--- src/rtl/pipeline_hazard_ctrl.sv ---
// ---------------------------------------------------------------------------
// pipeline_hazard_ctrl
//
// Hazard control for a 5-stage in-order pipeline. This block combines three
// hazard sources into one set of pipeline control signals:
//   - data-memory stalls: a small FSM tracks outstanding accesses and halts
//     the pipeline if the memory never answers,
//   - load-use hazards between EX and ID,
//   - taken branches resolved in ID.
//
// Ports
//   clk_i            sole clock, all state updates on posedge
//   rst_i            synchronous, active-high reset
//   IDEX_MemRead_i   instruction in EX is a load
//   IDEX_Rd_i        destination register of instruction in EX
//   IFID_Rs1_i       first source register of instruction in ID
//   IFID_Rs2_i       second source register of instruction in ID
//   Branch_taken_i   branch in ID resolved taken
//   dmem_req_i       MEM stage issues a data-memory access this cycle
//   dmem_ack_i       data memory completes the access this cycle
//   PCWrite_o        PC update enable
//   IFID_Stall_o     hold IF/ID register
//   IFID_Flush_o     clear IF/ID register
//   IDEX_Bubble_o    insert NOP into ID/EX
//   Global_Stall_o   freeze all pipeline registers
//   stall_cnt_o      saturating count of stall cycles
//   flush_cnt_o      saturating count of flush cycles
//   err_o            sticky memory-timeout flag
// ---------------------------------------------------------------------------
module pipeline_hazard_ctrl #(
    parameter logic [7:0] TIMEOUT = 8'd255
) (
    input  logic        clk_i,
    input  logic        rst_i,
    input  logic        IDEX_MemRead_i,
    input  logic [4:0]  IDEX_Rd_i,
    input  logic [4:0]  IFID_Rs1_i,
    input  logic [4:0]  IFID_Rs2_i,
    input  logic        Branch_taken_i,
    input  logic        dmem_req_i,
    input  logic        dmem_ack_i,
    output logic        PCWrite_o,
    output logic        IFID_Stall_o,
    output logic        IFID_Flush_o,
    output logic        IDEX_Bubble_o,
    output logic        Global_Stall_o,
    output logic [15:0] stall_cnt_o,
    output logic [15:0] flush_cnt_o,
    output logic        err_o
);

    typedef enum logic [1:0] {
        IDLE     = 2'd0,
        MEM_WAIT = 2'd1,
        HALT     = 2'd2
    } state_e;

    state_e      state_q;
    logic [7:0]  wcnt_q;
    logic        err_q;
    logic [15:0] stall_cnt_q;
    logic [15:0] stall_cnt_d;
    logic [15:0] flush_cnt_q;
    logic [15:0] flush_cnt_d;
    logic        memstall;
    logic        loaduse;

    function automatic logic [15:0] sat_inc16(input logic [15:0] v);
        return (v == 16'hFFFF) ? v : v + 16'd1;
    endfunction

    // ---- memory-wait FSM ----
    always_ff @(posedge clk_i) begin
        if (rst_i) begin
            state_q <= IDLE;
            wcnt_q  <= 8'd0;
            err_q   <= 1'b0;
        end else begin
            case (state_q)
                IDLE: begin
                    // An ack in the request cycle completes immediately.
                    if (dmem_req_i && !dmem_ack_i) begin
                        state_q <= MEM_WAIT;
                        wcnt_q  <= 8'd1;
                    end else begin
                        wcnt_q  <= 8'd0;
                    end
                end
                MEM_WAIT: begin
                    if (dmem_ack_i) begin
                        state_q <= IDLE;
                        wcnt_q  <= 8'd0;
                    end else if (wcnt_q == TIMEOUT) begin
                        state_q <= HALT;
                        err_q   <= 1'b1;
                    end else begin
                        wcnt_q  <= wcnt_q + 8'd1;
                    end
                end
                HALT: begin
                    // Only reset leaves HALT.
                    err_q <= 1'b1;
                end
                default: begin
                    state_q <= IDLE;
                    wcnt_q  <= 8'd0;
                end
            endcase
        end
    end

    // ---- hazard detection ----
    always_comb begin
        memstall = ((state_q == IDLE) && dmem_req_i && !dmem_ack_i) ||
                   ((state_q == MEM_WAIT) && !dmem_ack_i) ||
                   (state_q == HALT);
        loaduse  = IDEX_MemRead_i && (IDEX_Rd_i != 5'd0) &&
                   ((IDEX_Rd_i == IFID_Rs1_i) || (IDEX_Rd_i == IFID_Rs2_i));
    end

    // ---- control outputs (same-cycle, priority memstall > loaduse > branch) ----
    always_comb begin
        PCWrite_o      = 1'b1;
        IFID_Stall_o   = 1'b0;
        IFID_Flush_o   = 1'b0;
        IDEX_Bubble_o  = 1'b0;
        Global_Stall_o = 1'b0;
        if (rst_i) begin
            // Keep the front end empty while reset is held.
            PCWrite_o    = 1'b0;
            IFID_Flush_o = 1'b1;
        end else if (memstall) begin
            // ID is frozen here, so a taken branch is still presented
            // and gets flushed on the first free cycle.
            PCWrite_o      = 1'b0;
            IFID_Stall_o   = 1'b1;
            Global_Stall_o = 1'b1;
        end else if (loaduse) begin
            PCWrite_o     = 1'b0;
            IFID_Stall_o  = 1'b1;
            IDEX_Bubble_o = 1'b1;
        end else if (Branch_taken_i) begin
            IFID_Flush_o = 1'b1;
        end
    end

    // ---- event counters ----
    always_comb begin
        stall_cnt_d = stall_cnt_q;
        flush_cnt_d = flush_cnt_q;
        if (memstall || loaduse) begin
            stall_cnt_d = sat_inc16(stall_cnt_q);
        end
        if (IFID_Flush_o) begin
            flush_cnt_d = sat_inc16(flush_cnt_q);
        end
    end

    always_ff @(posedge clk_i) begin
        if (rst_i) begin
            stall_cnt_q <= 16'd0;
            flush_cnt_q <= 16'd0;
        end else begin
            stall_cnt_q <= stall_cnt_d;
            flush_cnt_q <= flush_cnt_d;
        end
    end

    assign stall_cnt_o = stall_cnt_q;
    assign flush_cnt_o = flush_cnt_q;
    assign err_o       = err_q;

endmodule

--- config.mk ---
export PLATFORM = sky130hd
export DESIGN_NAME = pipeline_hazard_ctrl
export DESIGN_NICKNAME = d
export VERILOG_FILES = /design/src/rtl/pipeline_hazard_ctrl.sv
export SDC_FILE = /design/constraint.sdc
export NUM_CORES = 1
export LEC_CHECK = 0
export CAP_MARGIN = 15
export CELL_PAD_IN_SITES_DETAIL_PLACEMENT = 0
export CELL_PAD_IN_SITES_GLOBAL_PLACEMENT = 1
export CORE_MARGIN = 10
export CORE_UTILIZATION = 33
export CTS_CLUSTER_SIZE = 10
export DETAILED_ROUTE_END_ITERATION = 8
export PLACE_DENSITY = 0.8
export SYNTH_ARGS = -nofsm -noshare
export SYNTH_HDL_FRONTEND = slang
export SYNTH_SLANG_ARGS = --single-unit
--- constraint.sdc ---
create_clock -name clk_i -period 1.9 [get_ports clk_i]
set_input_delay 0.38 -clock clk_i [delete_from_list [all_inputs] [get_ports clk_i]]
set_output_delay 0.38 -clock clk_i [all_outputs]
set_load 0.005 [all_outputs]
# == Word-level counts from Yosys, hierarchy flattened ==
# Cells that the tools add are included.
# totals
regBits,43
latchBits,0
mem_bits_rw,0
mem_bits_ro,0
inputBits,21
output_inout_bits,38
wordCells,67
mem_count,0
# classes
add_sub_neg,3
multipliers,0
div,0
n_lt_le_gt_ge,0
eq_ne,12
shift,0
n_mux,25
bitwise_logic,3
n_reduce_logical,19
# op_table
op,n
$add 16x1->16 const B,2
$eq 16x16->1 const B,2
$pmux 8 s3,1
$mux 1,17
$mux 8,2
$eq 5x5->1,2
$add 8x1->8 const B,1
$eq 8x8->1 const B,1
$logic_and 1x1->1,6
$mux 2,3
$ne 2x2->1 const B,3
$ne 3x3->1 const B,2
$pmux 2 s3,1
$reduce_and 2->1,3
$reduce_and 3->1,2
$reduce_bool 5->1,1
$logic_or 1x1->1,4
$not 1->1,3
$eq 2x1->1 const B,1
$eq 2x2->1 const B,1
$logic_not 2->1,1
$pmux 1 s2,1
$reduce_bool 2->1,1
$logic_not 1->1,1

# == Longest topological paths before layout ==
# Gate-level depths: netlist of the first run.
# depth
ltp_word,8
ltp_mapped,8
ltp_nobuf,7

# == Worst setup path before layout of the first run ==
# Ideal clock, no wire load.
# synth_path
path_type,input to register
start,input IDEX_Rd_i[1]
end,"register flush_cnt_q[7], in the netlist flush_cnt_o[7]"
setup_ns,0.121
arrival_ns,1.878
required_time_ns,1.779
slack_ns,-0.099
path_stages,5
n_path_buf,0
cell_sequence,or4_4 o21a_1 a21oi_4 and4_1 mux2_2
# synth_via
elab_chain_len,7
elab_cells_between_ends,10
cone_classes,eq/ne: 2; mux: 3; reduce/logical: 5
# synth_rtl
item,line,source
"start, declared",36,"input logic [4:0] IDEX_Rd_i,"
$eq 5x5->1 / $reduce_bool 5->1 (equally long branches),"118, 117",
$logic_or 1x1->1 / $logic_and 1x1->1 (equally long branches),"118, 117",
$logic_and 1x1->1 *,117,loaduse = IDEX_MemRead_i && (IDEX_Rd_i != 5'd0) &&
$mux 1 *,138,end else if (loaduse) begin
$mux 1 *,132,end else if (memstall) begin
$mux 1 *,128,if (rst_i) begin
$reduce_and 2->1 (no line) *,n/a,
"end signal, assigned",165,flush_cnt_q <= flush_cnt_d;
"end, declared",63,logic [15:0] flush_cnt_q;
# Mark *: on every way between the ends. The rest lies on a longest branch, timed or not.
# A chain may end at the register's enable or synchronous reset.

# == Worst setup path in the final report of the first run ==
# layout_path
start,input IDEX_Rd_i[2]
end,output PCWrite_o
# layout_via
elab_chain_len,6
elab_cells_between_ends,9
cone_classes,eq/ne: 2; mux: 3; reduce/logical: 4
# layout_rtl
item,line,source
$eq 5x5->1 / $reduce_bool 5->1 (equally long branches),"118, 117",
$logic_or 1x1->1 / $logic_and 1x1->1 (equally long branches),"118, 117",
$logic_and 1x1->1 *,117,
$mux 1 *,138,
$mux 1 *,132,
$mux 1 *,128,
"end, declared",42,"output logic PCWrite_o,"
# Marked as above.

==> impl_metrics.ini, run 1 <==
[setup_path]
worstRegToRegCells = 8
slowest_stage = or4_4
cp_data_required_time_ns = 1.52
rr_endpoint = stall_cnt_o[0]$_SDFFE_PP0P_
worst_setup_path_start_kind = primary input
cp-end-kind = primary output
critPathLaunch = IDEX_Rd_i[2]
cp_data_arrival_time_ns = 1.65
worstPathCellList = buf_6 > or4_4 > o21a_4 > a21oi_4 > nor2b_4 > buf_2
r2r_slack_ns = 0.04
path_class = primary input to primary output
rr_startpoint = stall_cnt_o[12]$_SDFFE_PP0P_
endpoint = PCWrite_o
worstPathMaxFanout = 3
max_stage_delay_ns = 0.54

[hold_path]
hold_path.class = register to register
worstHoldStart = state_q[0]$_SDFFE_PP0P_

[layout]
multi_input_area_sq_mm = 0.00166
diodes = 0
syn2layout_area_growth_pct = 58.5
utilization_pct = 52.9
fin_nets = 424
fin_area_sq_mm = 0.00380
fillers = 658
drive_above_1_share_pct = 31.7
register_area_sq_um = 863

[clock_network]
cts_hold_buf = 0
cts.sinks = 43
clkTransAtPathRegs_ns = 0.08
cts-buffers-inserted = 5
clockRootBuffer = clkbuf_8
cts_tree = built
clk_path_buf_depth = 2
clkLatencyLatePin_ns = 0.30
cts-htree-levels = 2

[synth]
synth_nets = 309
syn_inst = 285
synthFlopType = dfxtp_1
ys_warn_count = 0
synth_seq_cells = 43
postSynth.asyncResetShare_pct = 0
ys_seq_area_share_pct = 35.9
synth_area_per_cell_sq_um = 8.41
synth-edff-count = 0
syn_area_sq_mm = 0.00240
synth_cell_types = 56

[sta]
worstMarginPinSlew_ns = 0.332
fin_ws_ns = -0.125
drv_slew = 0
skew_ns = 0.00571
fin_crit_ns = 2.03
fmax_ghz = 0.494
hold_viol = 0
setup_violations = 4
relSlewSlack_pct = 77.3
rsz0062_at_grt = yes
fin_crit_sh_pct = 107

[detailed_routing]
route.detailed.drc = 0
finalWirelength_um = 7300
drt_pre_antenna_iters = 4
drt-initial-drc-count = 71
vias_per_cell = 5.12
ant_nets = 0
wire_per_inst_um = 14.6
via_count = 2558

[grt]
track_usage_pct = 12.5
grt_antenna_before_repair = 0
grt_pass1_vias = 2424
grt_pass1_wl_um = 12000
grt_max_degree = 27
grt_overflow = 0

[floorplanning]
die_area_sq_mm = 0.0111
io-pin-count = 59
row_count = 31
die_h_um = 105
start_util_pct = 33.4
core_sq_mm = 0.00718
die_x_um = 105

[placed_design]
gp_congestion = 0.804
numPortBuffers = 58
dpl_cell_area_sq_mm = 0.00341
hpwlAfterDp_um = 5220
place_ws_ns = -0.894

[pwr]
ir_worst_vdd_uv = 246
power_density_mw_per_mm2 = 490
power.leakage_nw = 1.43
power_mw = 1.86

[flow_run]
drv_cap = 0

[status]
status = finished, violations left
violations = negative setup slack
[routing by layer]
layer  GRT usage [%]  vias up  part of all wire (%)
met5               0        -                     0
met4            3.24        0                  0.52
met2            20.4       55                    48
li1                -     1292                     -
met3            3.78        4                   5.5
met1            15.8     1207                    46
[placed cells by master (no fill, tap or decap), types with 3 or more instances in the layout]
| master | n |
|---|---|
| buf_4 | 44 |
| dfxtp_1 | 41 |
| clkdlybuf4s50_1 | 35 |
| nor2_1 | 30 |
| a21oi_1 | 21 |
| nand3_1 | 16 |
| buf_6 | 14 |
| nand2_1 | 13 |
| or3_1 | 10 |
| and3_1 | 9 |
| nand4_1 | 8 |
| o21ai_0 | 8 |
| inv_1 | 8 |
| o31ai_1 | 8 |
| buf_2 | 8 |
| xor2_1 | 6 |
| xnor2_2 | 5 |
| xnor2_1 | 5 |
| a21oi_2 | 5 |
| nor2b_1 | 5 |
| or4_1 | 5 |
| clkbuf_8 | 5 |
| clkdlybuf4s15_1 | 5 |
| a21oi_4 | 4 |
| mux2_2 | 4 |
| dlygate4sd2_1 | 4 |
| or4_4 | 3 |
| nand2_2 | 3 |
| nand2b_1 | 3 |
| o21ai_1 | 3 |
| and2_1 | 3 |
| nor3_1 | 3 |
| a41o_1 | 3 |
| ha_1 | 3 |
[cell usage after synthesis, types with 2 or more instances]
master	n	share of area [%]
o21a_1	2	0.63
or3_1	10	2.6
nand2b_1	3	0.78
buf_1	2	0.31
a21oi_1	25	5.2
a41o_1	3	1.3
nor2b_1	6	1.6
o21ai_0	9	1.9
and2_1	3	0.78
nor3_1	3	0.63
mux2_2	5	2.3
mux2i_1	2	0.84
or2_2	2	0.52
a21oi_4	2	1.4
ha_1	3	1.6
inv_1	8	1.3
and3_1	9	2.3
or4_1	7	2.2
xor2_1	6	2.2
o21ai_1	2	0.42
nor4_1	2	0.52
dfxtp_1	43	36
nor2_1	31	4.9
nand2_1	16	2.5
a311oi_1	2	0.73
nand3_1	18	3.8
nand4_1	8	2.1
o31ai_1	10	3.1
clkbuf_1	4	0.63
xnor2_1	11	4.0
a31o_2	2	0.73
buf_6	2	0.94
[report_power, final]
group          switching (mW)  total (mW)  internal [mW]
clock                   0.326       0.583          0.257
sequential            0.00913       0.920          0.911
combinational           0.167       0.358          0.191
[critical path: cells and delay by family]
| kind | cells | cell delay (ns) |
|---|---|---|
| and+or+nand+nor | 2 | 0.68 |
| buffers and inverters | 2 | 0.21 |
| AOI/OAI and AO/OA | 2 | 0.37 |
[stage by stage]
| step | setup TNS [ns] | cells | hold WS [ns] |
|---|---|---|---|
| detailed placement | -23.86 | 477 | 0.463 |
| CTS | -0.516 | 487 | 0.484 |
| finish | -0.340 | 500 | 0.464 |
| global placement | -22.71 | 477 | 0.447 |
| floorplan | -0.281 | 285 | 0.458 |
| global route | -1.19 | 500 | 0.491 |
[area by class of cell]
type / count / area share (%)
flip-flops and latches: 43 / 22.7
well taps: 99 / 3.26
multi-input cells: 227 / 43.6
repair buffers: 115 / 27.4
inverters: 8 / 0.791
clock inverters: 2 / 0.329
clock buffers: 6 / 1.91
[kinds of logic after synthesis]
kind of cell             Yosys count  share of synthesized area (%)
multiplexers                       7                           3.18
XOR/XNOR                          17                           6.21
AO/OA/AOI/OAI                     71                           21.5
flip-flops                        43                           35.9
buffers and inverters             17                           3.34
AND/OR/NAND/NOR                  127                           28.3
adder cells (fa/ha/maj)            3                           1.57
[sequential cells by signal, summed over array words and instances, names as in the netlist]
register / flops
flush_cnt_o: 16
stall_cnt_o: 16
wcnt_q: 8
state_q: 2
err_o: 1
[worst min-delay path by stage]
stage / to / slack (ns) / cells after the start
2_1_floorplan: wcnt_q[7]$_SDFFE_PP0P_ / 0.46 / 2
3_3_place_gp: err_o$_SDFFE_PP0P_ / 0.45 / 2
3_5_place_dp: err_o$_SDFFE_PP0P_ / 0.46 / 2
4_1_cts: err_o$_SDFFE_PP0P_ / 0.48 / 2
5_1_grt: state_q[0]$_SDFFE_PP0P_ / 0.49 / 1
6_report: state_q[0]$_SDFFE_PP0P_ / 0.46 / 1
[what timing repair did]
item | CTS | global route
resized for setup | 88 | 33
pin swaps | 30 | 21
gates cloned | 2 | 0
setup endpoints to repair | 37 | 27
setup buffers | 2 | 13
Power figures use the tool's default switching activity.
==> inputs of run 2 (changes only) <==
--- a/config.mk
+++ b/config.mk
@@ -10,6 +10,7 @@
 export CELL_PAD_IN_SITES_GLOBAL_PLACEMENT = 1
 export CORE_MARGIN = 10
 export CORE_UTILIZATION = 33
+export CTS_CLUSTER_DIAMETER = 150
 export CTS_CLUSTER_SIZE = 10
 export DETAILED_ROUTE_END_ITERATION = 8
 export PLACE_DENSITY = 0.8
==> results of run 2 <==
The final DEF is identical to that of run 1; final timing and power are the same.
==> inputs of run 3 (changes only) <==
--- a/config.mk
+++ b/config.mk
@@ -5,15 +5,16 @@
 export SDC_FILE = /design/constraint.sdc
 export NUM_CORES = 1
 export LEC_CHECK = 0
+export ABC_AREA = 1
 export CAP_MARGIN = 15
 export CELL_PAD_IN_SITES_DETAIL_PLACEMENT = 0
 export CELL_PAD_IN_SITES_GLOBAL_PLACEMENT = 1
 export CORE_MARGIN = 10
-export CORE_UTILIZATION = 33
+export CORE_UTILIZATION = 32
 export CTS_CLUSTER_DIAMETER = 150
 export CTS_CLUSTER_SIZE = 10
 export DETAILED_ROUTE_END_ITERATION = 8
-export PLACE_DENSITY = 0.8
+export PLACE_DENSITY = 0.79
 export SYNTH_ARGS = -nofsm -noshare
 export SYNTH_HDL_FRONTEND = slang
 export SYNTH_SLANG_ARGS = --single-unit
==> impl_metrics.ini, run 3 <==
[synth]
synth_nets = 434
synth.most_common_cell = nand2_1
syn_inst = 410
postSynth.asyncResetShare_pct = 0
ys_top_cells_by_count = 106 x nand2_1, 54 x nor2_1, 52 x inv_1
syn_area_sq_mm = 0.00277
synth-edff-count = 0
ys_seq_area_share_pct = 31.1
synthFlopType = dfxtp_1
yosys.area.top_type = dfxtp_1
synth_cell_types = 42
yosysTopAreaCellShare_pct = 31.1
synth_area_leaders = dfxtp_1 31%, nand2_1 14%, nor2_1 7.3%
synth_seq_cells = 43
ys_warn_count = 0
synth_area_per_cell_sq_um = 6.76

[clock_network]
clockRootBuffer = clkbuf_8
cts_tree = built
cts-buffers-inserted = 5
cts-htree-levels = 2
clkTransAtPathRegs_ns = 0.08
cts.sinks = 43
clk_path_buf_depth = 2
clkLatencyLatePin_ns = 0.29

[status]
violations = negative setup slack
status = finished, violations left

[detailed_routing]
finalWirelength_um = 7120
vias_per_cell = 4.45
route.detailed.drc = 0
ant_nets = 0
drt_pre_antenna_iters = 4
wire_per_inst_um = 11.6
drt-initial-drc-count = 66
via_count = 2724

[placed_design]
gp_congestion = 0.790
hpwlAfterDp_um = 5510
numPortBuffers = 58
dp_cells = 587

[sta]
fin_crit_sh_pct = 102
hold_viol = 0
fmax_ghz = 0.518
rsz0062_at_grt = yes
skew_ns = 0.00640
relSlewSlack_pct = 74.9
setup_violations = 2
worstMarginPinSlew_ns = 0.373
fin_crit_ns = 1.93
setup_tns_ns = -0.0453
fin_ws_ns = -0.0298
drv_slew = 0

[grt]
grt_pass1_vias = 2626
grt_antenna_before_repair = 0
grt_overflow = 0
grt_max_degree = 20
grt_pass1_wl_um = 12100
track_usage_pct = 11.0

[layout]
fillers = 849
fin_nets = 530
diodes = 0
layout.cells.non_filler = 612
drive_above_1_share_pct = 25.4
final_cell_mix = 102 x nand2_1, 51 x inv_1, 49 x nor2_1, 39 x dfxtp_1, 36 x clkdlybuf4s50_1
syn2layout_area_growth_pct = 39.8
final_common_cell = nand2_1

[floorplanning]
core_sq_mm = 0.00834
io-pin-count = 59
die_h_um = 113
die_area_sq_mm = 0.0128
start_util_pct = 33.2
row_count = 33
die_x_um = 113

[setup_path]
worstPathCellList = or2_4 > nor2_4 > nor2_4 > nand2_4 > inv_4 > buf_6 > nand3_4 > nand2_4 > buf_6
critPathLaunch = state_q[1]$_SDFFE_PP0P_
critPathBufInv = 3
cp_data_required_time_ns = 1.52
max_stage_delay_ns = 0.35
crit_family = simple AND/OR/NAND/NOR gates
r2r_slack_ns = 0.10
worstPathMaxFanout = 3
cp-end-kind = primary output
rr_startpoint = state_q[1]$_SDFFE_PP0P_
worst_setup_path_start_kind = register
path_class = register to primary output
cp_data_arrival_time_ns = 1.55
slowest_stage = dfxtp_4

[pwr]
ir_worst_vdd_uv = 239
power.leakage_nw = 1.72
power_density_mw_per_mm2 = 490

[flow_run]
drv_cap = 0

[hold_path]
worstHoldStart = err_o$_SDFFE_PP0P_
hold_path.class = register to register
run 3: path summary, 6_finish.rpt:
| path | depth (start not counted) | endpoint |
|---|---|---|
| max | 9 | IFID_Flush_o |
| min | 2 | err_o$_SDFFE_PP0P_ |
| max reg2reg | 14 | flush_cnt_o[2]$_SDFFE_PP0P_ |
| min reg2reg | 2 | err_o$_SDFFE_PP0P_ |
run 3: through the flow:
stage	util (%)	power, mW	hold WS, ns	setup WS, ns	cell area [sq um]
6_report	46.4	1.90	0.483	-0.0298	3870
5_1_grt	46.4	2.00	0.501	-0.0962	3870
4_1_cts	44.8	1.91	0.483	-0.0484	3740
2_1_floorplan	-	1.15	0.452	0.265	2770
3_5_place_dp	43.2	1.32	0.459	-0.651	3600
3_3_place_gp	43.2	1.32	0.464	-0.649	3600
run 3: per-layer routing:
metal	vias to the layer above	GRT usage, %	part of all wire, %
li1	1463	-	-
met1	1210	12.9	45
met2	43	18.9	48
met3	8	3.65	5.9
met4	0	2.71	1.4
met5	-	0	0
run 3: power by group:
part / internal (mW) / total (mW) / leakage, nW / switching [mW]
Clock: 0.259 / 0.573 / 0.0422 / 0.314
Sequential: 0.921 / 0.938 / 0.350 / 0.0175
Combinational: 0.195 / 0.388 / 1.32 / 0.193
run 3: layout make-up:
| cell class | instances | area (sq um) | share of cell area (%) |
|---|---|---|---|
| clock buffers | 7 | 76.3 | 1.97 |
| inverters | 64 | 254 | 6.56 |
| repair buffers | 96 | 853 | 22.0 |
| flip-flops and latches | 43 | 868 | 22.4 |
| clock inverters | 1 | 5.00 | 0.129 |
| multi-input cells | 296 | 1680 | 43.5 |
| well taps | 105 | 131 | 3.39 |
run 3: what timing repair did:
action                     CTS  global route
pin swaps                   14            18
setup endpoints to repair   29            12
buffers inserted             8             9
gates resized for setup     49            32
hold buffers                 0             0
run 3: kinds of logic after synthesis:
logic type      share of synthesized area [%]
simple gates                             41.1
buf+inv                                  11.2
flops                                    31.1
compound gates                           9.21
xor+xnor                                 6.01
fa+ha+maj                                1.36
run 3: tightest hold or removal path: stages, from the launching register on:
cell and delay (ns):
dfxtp_1 0.33, o21ai_0 0.08, inv_1 0.05
